### src/rtl/fifo_wr_arbiter.sv
// Round-robin write arbiter sharing one fifo_mem write port between N_REQ producers,
// with bursts of up to MAX_BURST beats and per-cycle fifo_full back-pressure.
module fifo_wr_arbiter #(
  parameter int unsigned N_REQ     = 4,
  parameter int unsigned DATA_W    = 8,
  parameter int unsigned MAX_BURST = 4
) (
  input  logic                                   clk,
  input  logic                                   rst,
  input  logic [N_REQ-1:0]                       req,
  input  logic [N_REQ*DATA_W-1:0]                req_data,
  output logic [N_REQ-1:0]                       gnt,
  input  logic                                   fifo_full,
  output logic                                   fifo_wr,
  output logic [DATA_W-1:0]                      fifo_din,
  output logic [((N_REQ > 1) ? $clog2(N_REQ) : 1)-1:0] owner,
  output logic                                   busy
);

  localparam int unsigned IDX_W = (N_REQ > 1) ? $clog2(N_REQ) : 1;
  localparam int unsigned CNT_W = $clog2(MAX_BURST + 1);

  localparam logic [0:0] IDLE  = 1'b0;
  localparam logic [0:0] BURST = 1'b1;

  logic [0:0]        state_q, state_d;
  logic [IDX_W-1:0]  rr_q, rr_d;
  logic [IDX_W-1:0]  owner_q, owner_d;
  logic [CNT_W-1:0]  cnt_q, cnt_d;
  logic [N_REQ-1:0]  gnt_vec;
  logic              pick_valid;
  logic [IDX_W-1:0]  pick_idx;
  logic [IDX_W-1:0]  scan_idx;
  logic [DATA_W-1:0] din_c;

  function automatic logic [IDX_W-1:0] next_idx(input logic [IDX_W-1:0] k);
    if (32'(k) == N_REQ - 1) return '0;
    return k + IDX_W'(1);
  endfunction

  // Scan from the far end so the requester closest to rr_q wins.
  always_comb begin
    pick_valid = 1'b0;
    pick_idx   = '0;
    scan_idx   = '0;
    for (int i = int'(N_REQ) - 1; i >= 0; i--) begin
      scan_idx = IDX_W'((32'(rr_q) + 32'(i)) % N_REQ);
      if (req[scan_idx]) begin
        pick_valid = 1'b1;
        pick_idx   = scan_idx;
      end
    end
  end

  always_comb begin
    state_d = state_q;
    rr_d    = rr_q;
    owner_d = owner_q;
    cnt_d   = cnt_q;
    gnt_vec = '0;
    case (state_q)
      IDLE: begin
        if (!fifo_full && pick_valid) begin
          gnt_vec[pick_idx] = 1'b1;
          owner_d           = pick_idx;
          cnt_d             = CNT_W'(1);
          if (MAX_BURST == 1) rr_d = next_idx(pick_idx);
          else                state_d = BURST;
        end
      end
      BURST: begin
        if (req[owner_q]) begin
          if (!fifo_full) begin
            gnt_vec[owner_q] = 1'b1;
            cnt_d            = cnt_q + CNT_W'(1);
            if (cnt_q + CNT_W'(1) == CNT_W'(MAX_BURST)) begin
              state_d = IDLE;
              rr_d    = next_idx(owner_q);
            end
          end
        end else begin
          // Owner dropped req: one dead cycle, then re-arbitrate past it.
          state_d = IDLE;
          rr_d    = next_idx(owner_q);
        end
      end
      default: state_d = IDLE;
    endcase
    if (rst) gnt_vec = '0;
  end

  always_comb begin
    din_c = '0;
    for (int k = 0; k < int'(N_REQ); k++) begin
      if (gnt_vec[k]) din_c = req_data[k*DATA_W +: DATA_W];
    end
  end

  always_ff @(posedge clk) begin
    if (rst) begin
      state_q <= IDLE;
      rr_q    <= '0;
      owner_q <= '0;
      cnt_q   <= '0;
    end else begin
      state_q <= state_d;
      rr_q    <= rr_d;
      owner_q <= owner_d;
      cnt_q   <= cnt_d;
    end
  end

  assign gnt      = gnt_vec;
  assign fifo_wr  = |gnt_vec;
  assign fifo_din = din_c;
  assign owner    = owner_q;
  assign busy     = (state_q == BURST) && !rst;

endmodule
### config.mk
export PLATFORM = sky130hd
export DESIGN_NAME = fifo_wr_arbiter
export DESIGN_NICKNAME = d
export VERILOG_FILES = /design/src/rtl/fifo_wr_arbiter.sv
export SDC_FILE = /design/constraint.sdc
export NUM_CORES = 1
export LEC_CHECK = 0
export ABC_AREA = 1
export CAP_MARGIN = 20
export CELL_PAD_IN_SITES_DETAIL_PLACEMENT = 1
export CELL_PAD_IN_SITES_GLOBAL_PLACEMENT = 1
export CORE_UTILIZATION = 36
export CTS_CLUSTER_SIZE = 24
export DETAILED_ROUTE_END_ITERATION = 6
export DONT_BUFFER_PORTS = 1
export PLACE_DENSITY_LB_ADDON = 0.1
export SLEW_MARGIN = 10
export SYNTH_ARGS = -nofsm -noshare
export SYNTH_HDL_FRONTEND = slang
export SYNTH_SLANG_ARGS = --single-unit
### constraint.sdc
create_clock -name clk -period 1.9 [get_ports clk]
set_input_delay 0.38 -clock clk [delete_from_list [all_inputs] [get_ports clk]]
set_output_delay 0.38 -clock clk [all_outputs]
set_load 0.01 [all_outputs]
==> results of run 1 <==
worst paths after layout:
kind         slack, ns                   from                    end
min reg2reg       0.48  cnt_q[2]$_SDFFE_PP0P_  cnt_q[2]$_SDFFE_PP0P_
min               0.19                    rst  cnt_q[1]$_SDFFE_PP0P_
max              -0.79   rr_q[0]$_SDFFE_PP0P_            fifo_din[4]
max reg2reg       0.01   rr_q[0]$_SDFFE_PP0P_  cnt_q[0]$_SDFFE_PP0P_
kinds of logic after synthesis:
logic type,Yosys count
AND/OR/NAND/NOR,140
XOR/XNOR,1
adder cells (fa/ha/maj),6
flip-flops,8
buffers and inverters,46
AO/OA/AOI/OAI,20
final cells by class:
| class | count | share of cell area (%) |
|---|---|---|
| clock buffer | 3 | 1.24 |
| multi-input combinational | 171 | 60.9 |
| timing repair inverter | 1 | 0.414 |
| timing repair buffer | 32 | 16.0 |
| inverter | 41 | 9.32 |
| sequential | 8 | 9.11 |
| tap | 44 | 3.04 |
repair_timing:
item | CTS | global route
gates resized for setup | 45 | 25
pin swaps | 19 | 23
setup endpoints to repair | 14 | 17
hold buffers | 0 | 0
buffers inserted | 7 | 2
cloned | 5 | 1
metrics by stage:
| stage | worst slack [ns] | hold WS, ns | total power [µW] | instances |
|---|---|---|---|---|
| CTS | -0.589 | 0.184 | 1170 | 297 |
| global placement | -0.279 | 0.453 | 819 | 282 |
| detailed placement | -0.416 | 0.454 | 862 | 282 |
| finish | -0.792 | 0.194 | 1290 | 300 |
| floorplan | -0.0960 | 0.451 | 644 | 221 |
| global route | -0.886 | 0.182 | 1360 | 300 |
power by group:
part           internal, µW  switching [µW]
Clock                  72.2            56.3
Sequential              189            26.7
Combinational           365             580
critical path, cell delays in order (launching register included):
cell	delay, ns
dfxtp_2	0.33
buf_6	0.13
inv_8	0.07
nand2_2	0.06
nand2_4	0.08
nand2_2	0.08
nand2_2	0.10
nor2_4	0.05
nor2_1	0.19
nand2_2	0.13
nand2_4	0.13
nand2_2	0.11
nand2_4	0.11
nand3_1	0.08
nand2_1	0.07
inv_1	0.04
nand2_1	0.10
nand2_1	0.08
nand2_2	0.09
routing by layer:
layer | routed length (µm) | vias up | track usage (%)
met2 | 3050 | 70 | 56.5
met5 | 0 | - | 0
met4 | 116 | 0 | 8.31
met1 | 2010 | 782 | 31.6
met3 | 332 | 15 | 4.98
li1 | - | 770 | -
cells in the mapped netlist:
master | count | area share [%]
a211oi_1 | 3 | 1.8
a21oi_1 | 7 | 2.9
a21oi_2 | 1 | 0.72
a21oi_4 | 1 | 1.3
a31oi_1 | 1 | 0.51
and2_4 | 1 | 0.72
buf_2 | 1 | 0.41
buf_6 | 1 | 0.92
clkbuf_1 | 3 | 0.92
dfxtp_1 | 8 | 13
ha_1 | 6 | 6.1
inv_1 | 37 | 11
inv_2 | 3 | 0.92
inv_4 | 1 | 0.51
nand2_1 | 85 | 26
nand2_2 | 11 | 5.6
nand2_4 | 2 | 1.8
nand3_1 | 13 | 5.3
nand3b_1 | 8 | 4.9
nand4_1 | 10 | 5.1
nor2_1 | 4 | 1.2
nor2_2 | 4 | 2.0
nor3_2 | 1 | 0.82
o21ai_0 | 4 | 1.6
o21ai_1 | 1 | 0.41
o21ai_2 | 2 | 1.4
or2_2 | 1 | 0.51
xor2_1 | 1 | 0.72
layout by cell type (no fill, tap or decap), types with 6 or more instances in the layout:
cell,n
a21oi_1,7
ha_1,6
nand2_1,58
nand2_4,15
nand4_1,10
dfxtp_1,6
nand3b_1,8
nand2_2,29
buf_4,24
nand3_1,10
inv_1,32
flip-flops by register name, summed over array words and instances, names as in the netlist:
| name | flops |
|---|---|
| state_q | 1 |
| rr_q | 2 |
| cnt_q | 3 |
| owner | 2 |
==> run_results.csv, run 1 <==
group,metric,value,unit
synthesis,syn_inst,221,
floorplan,core_area,3130,µm²
synthesis,ys_warn_count,0,
placed_design,hpwl,3370,µm
timing,fin_crit,2.69,ns
global_routing,grt_max_degree,26,
final_layout,diodes,0,
final_layout,multi_input_area,1100,µm²
drt,drt_first_pass_iters,4,
worst_setup_path,critPathMaxFanout,6,
timing,final_hold_viol_count,0,
synthesis,synth_area_per_cell,5.53,µm²
final_layout,nets,303,
synthesis,synthesis.area,1220,µm²
worst_setup_path,crit_required,1.52,ns
floorplan,die_w,60.3,µm
synthesis,yosys.area_share.simple,54.2,%
floorplan,start_util,39.1,%
worst_hold_path,min_path_cells,1,
status,violations,"setup timing",
placed_design,place.gp.congestion,0.833,
job,cap_violations,0,
timing,slew-limit-headroom,82.2,%
drt,post_drt_via_cell_ratio,5.46,
global_routing,grt_pass1_vias,1698,
clocking,clock-sinks,8,
power,peakVddDrop,0.000394,V
final_layout,fin_util,58.0,%
global_routing,grt_antenna_before_repair,0,
drt,wire_per_inst,18.4,µm
synthesis,synth_top_family_by_area,"simple AND/OR/NAND/NOR gates",
power,total_leakage_power,0.000971,µW
worst_setup_path,start_kind,"register",
final_layout,regArea,165,µm²
clocking,cts-root-buf,"clkbuf_4",
synthesis,synth-seq-area-share,13.1,%
drt,ant_nets,0,
drt,vias,1637,
global_routing,gr-total-overflow,0,
status,outcome,"complete, but fails checks",
synthesis,synth.area.mux_share,0,%
global_routing,grt_usage,29.2,%
synthesis,ys_types,28,
final_layout,drive_above_1_share,41.8,%
timing,tns,-9.11,ns
drt,drc,0,
worst_setup_path,cp-end-kind,"primary output",
timing,fin_ws,-0.792,ns
floorplan,io_pins,55,
worst_setup_path,cp.arrival,2.31,ns
timing,final_max_slew_viol_count,0,
timing,timing.final.crit_share,142,%
worst_setup_path,worstRegToRegCells,16,
placed_design,portBuffers,0,
floorplan,rows,20,
timing,fmax,0.372,GHz
synthesis,synth_compound_area_share,10.7,%
synthesis,synth_fa_ha_area_share,6.14,%
worst_hold_path,hold_class,"in2reg",
worst_setup_path,critical_path_class,"reg2out",
synthesis,ys_seq_elements,8,
clocking,path_clk_slew,0.05,ns
final_layout,syn_to_final_growth,48.3,%
clocking,clock_latency,0.25,ns
clocking,clockBufferDepth,2,
clocking,numCtsBuffers,3,
drt,drt_iter0_markers,80,
timing,worst_pin_slew,0.266,ns
final_layout,fillers,429,
timing,rsz0062_at_grt,"yes",
placed_design,place_area,1440,µm²
final_layout,fin_area,1810,µm²
floorplan,dieArea,3630,µm²
timing,setup_viol,13,
timing,skew,0.00365,ns
synthesis,synth_xor_area_share,0.716,%
synthesis,syn_nets,266,
floorplan,die_h,60.3,µm
global_routing,grt_pass1_wl,7760,µm
clocking,htreeDepth,1,
clocking,tritoncts,"done",
power,pwr_density_cell,711,nW/µm²
drt,routed_wl,5510,µm
No activity file was read; power rests on OpenSTA's default activity.
==> inputs of run 2 (changes only) <==
Settings changed: CORE_UTILIZATION 36 to 38, CTS_BUF_LIST from default to sky130_fd_sc_hd__clkbuf_8.
==> run_results.csv, run 2 (same netlist as run 1, synthesis figures left out) <==
group,metric,value,unit
worst_setup_path,critPathSlowestCell,"dfxtp_2",
worst_setup_path,endpoint,"fifo_din[7]",
worst_setup_path,path_delay_family,"simple AND/OR/NAND/NOR gates",
drt,routed_wl,5690,µm
power,comb_power_share,70.0,%
timing,worst_pin_slew,0.421,ns
floorplan,start_util,40.0,%
worst_hold_path,hold_class,"in2reg",
floorplan,core_area,3050,µm²
global_routing,grt_antenna_before_repair,0,
floorplan,die_h,58.7,µm
global_routing,grt_max_degree,24,
worst_setup_path,slowest_delay,0.32,ns
placed_design,place.gp.congestion,0.833,
final_layout,syn_to_final_growth,51.2,%
power,clkPwrFrac,14.4,%
final_layout,final_cell_mix,"56 x nand2_1, 32 x inv_1, 26 x buf_4",
worst_setup_path,critPathMaxFanout,8,
floorplan,dieArea,3450,µm²
job,cap_violations,0,
worst_setup_path,crit_cells,16,
final_layout,final_common_cell,"nand2_1",
final_layout,diodes,0,
power,p_int,696,µW
placed_design,place_ws,-0.395,ns
global_routing,grt_pass1_wl,7780,µm
global_routing,gr-total-overflow,0,
timing,fin_crit,2.61,ns
power,p_seq_share,15.6,%
global_routing,grt_usage,30.2,%
clocking,clock_latency,0.23,ns
worst_setup_path,regToRegSetupSlack,0.03,ns
drt,wire_per_inst,19.0,µm
timing,setup_viol,13,
timing,rsz0062_at_grt,"yes",
clocking,htreeDepth,1,
worst_setup_path,cp.arrival,2.23,ns
global_routing,grt_pass1_vias,1644,
worst_setup_path,crit_required,1.52,ns
final_layout,nets,302,
worst_setup_path,critical_path_class,"reg2out",
drt,drt_iter0_markers,101,
status,outcome,"complete, but fails checks",
timing,fin_ws,-0.712,ns
worst_setup_path,crit_chain,"buf_4 -> nand2_1 -> nand2_4 -> nand2_4 -> nand2_1 -> inv_1 -> nand2_2 -> a21oi_4 -> buf_6 -> nor2_4 -> a21oi_2 -> buf_6 -> nand4_1 -> nand2_1 -> nand2_1 -> nand2_2",
clocking,path_clk_slew,0.04,ns
floorplan,rows,20,
placed_design,hpwl,3290,µm
final_layout,largest_register_ffs,3,
drt,vias,1625,
final_layout,fillers,422,
worst_setup_path,cp_num_buf_inv,4,
clocking,clockBufferDepth,2,
final_layout,drive_above_1_share,44.3,%
worst_setup_path,startpoint,"rr_q[0]$_SDFFE_PP0P_",
clocking,tritoncts,"done",
power,peakVddDrop,0.000575,V
power,p_sw,700,µW
floorplan,io_pins,55,
drt,drt_first_pass_iters,4,
status,violations,"setup timing",
power,switching_share,50.2,%
worst_setup_path,worstRegToRegCells,13,
drt,post_drt_via_cell_ratio,5.43,
placed_design,place_area,1450,µm²
power,pwr_density_cell,755,nW/µm²
power,total_leakage_power,0.000989,µW
timing,final_max_slew_viol_count,0,
clocking,clock-sinks,8,
final_layout,fin_area,1850,µm²
worst_setup_path,start_kind,"register",
timing,final_hold_viol_count,0,
final_layout,top_register,"cnt_q",
worst_setup_path,cpMostUsedCell,"nand2_1",
timing,slew-limit-headroom,71.9,%
timing,hold_ws,0.217,ns
floorplan,die_w,58.7,µm
drt,ant_nets,0,
timing,timing.final.crit_share,137,%
final_layout,fin_util,60.5,%
timing,fmax,0.383,GHz
worst_setup_path,r2r_end,"owner[1]$_SDFFE_PP0P_",
worst_setup_path,cp-end-kind,"primary output",
drt,drc,0,
clocking,numCtsBuffers,3,
clocking,cts-root-buf,"clkbuf_8",
timing,skew,0.00149,ns
worst_setup_path,r2r-start,"rr_q[0]$_SDFFE_PP0P_",
placed_design,portBuffers,0,
==> run 2: cell types whose count changed in the layout (fill, tap and decap cells not counted), moves of 2 or more <==
cell | previous run | this run
buf_12 | 3 | 1
buf_4 | 24 | 26
clkbuf_4 | 3 | 0
clkbuf_8 | 0 | 3
dfxtp_1 | 6 | 4
dfxtp_2 | 1 | 4
inv_4 | 3 | 1
nand2_1 | 58 | 56
nand2_2 | 29 | 23
nand2_4 | 15 | 23
==> run 2: worst reg2reg max path, stage by stage (launching register included) <==
cell and delay, ns:
dfxtp_2 0.32, buf_4 0.15, nand2_1 0.12, nand2_4 0.08
nand2_4 0.08, nand2_1 0.06, inv_1 0.08, nand2_2 0.08
a21oi_4 0.17, buf_6 0.14, nor2_4 0.05, buf_4 0.13
buf_4 0.12, a211oi_1 0.19
==> run 2: repair_timing <==
action / CTS / global route
setup buffers: 5 / 2
pin swaps: 18 / 25
resized for setup: 43 / 42
hold buffers: 0 / 0
endpoints found under the setup margin: 13 / 15
gates cloned: 5 / 0
==> run 2: final cells by class <==
class	count	area, µm²	share of cell area, %
clock buffer	3	41.3	2.23
tap	44	55.1	2.98
sequential	8	165	8.94
timing repair buffer	32	272	14.7
inverter	41	169	9.14
multi-input combinational	171	1150	62.0
==> run 2: how the worst min path moves through the flow <==
stage	to	depth (start not counted)	from	slack, ns
finish	cnt_q[2]$_SDFFE_PP0P_	1	rst	0.22
global route	cnt_q[2]$_SDFFE_PP0P_	1	rst	0.21
CTS	cnt_q[2]$_SDFFE_PP0P_	1	rst	0.21
detailed placement	cnt_q[2]$_SDFFE_PP0P_	1	rst	0.45
global placement	cnt_q[1]$_SDFFE_PP0P_	1	rst	0.45
floorplan	cnt_q[2]$_SDFFE_PP0P_	2	cnt_q[2]$_SDFFE_PP0P_	0.45
==> run 2: metrics by stage <==
step / TNS [ns] / std cells / power, µW
after global placement: -2.66 / 284 / 819
after floorplan: -0.768 / 221 / 644
after detailed placement: -3.95 / 284 / 854
final: -8.00 / 299 / 1400
after global routing: -9.05 / 299 / 1470
after CTS: -6.19 / 297 / 1230
==> run 2: power groups by stage <==
stage / registers, µW / clock network, µW / logic (µW)
after detailed placement: 211 / 0 / 643
after global routing: 220 / 215 / 1040
after floorplan: 212 / 0 / 432
after CTS: 210 / 206 / 808
after global placement: 210 / 0 / 609
final: 218 / 201 / 976
==> run 2: per-layer routing <==
layer	part of all wire, %	up-vias	track usage, %	routed length, µm
met1	38	768	35.2	2180
met5	0	-	0	0
met2	53	77	53.5	3030
met4	2.7	0	8.50	153
met3	5.6	16	8.79	321
li1	-	764	-	-
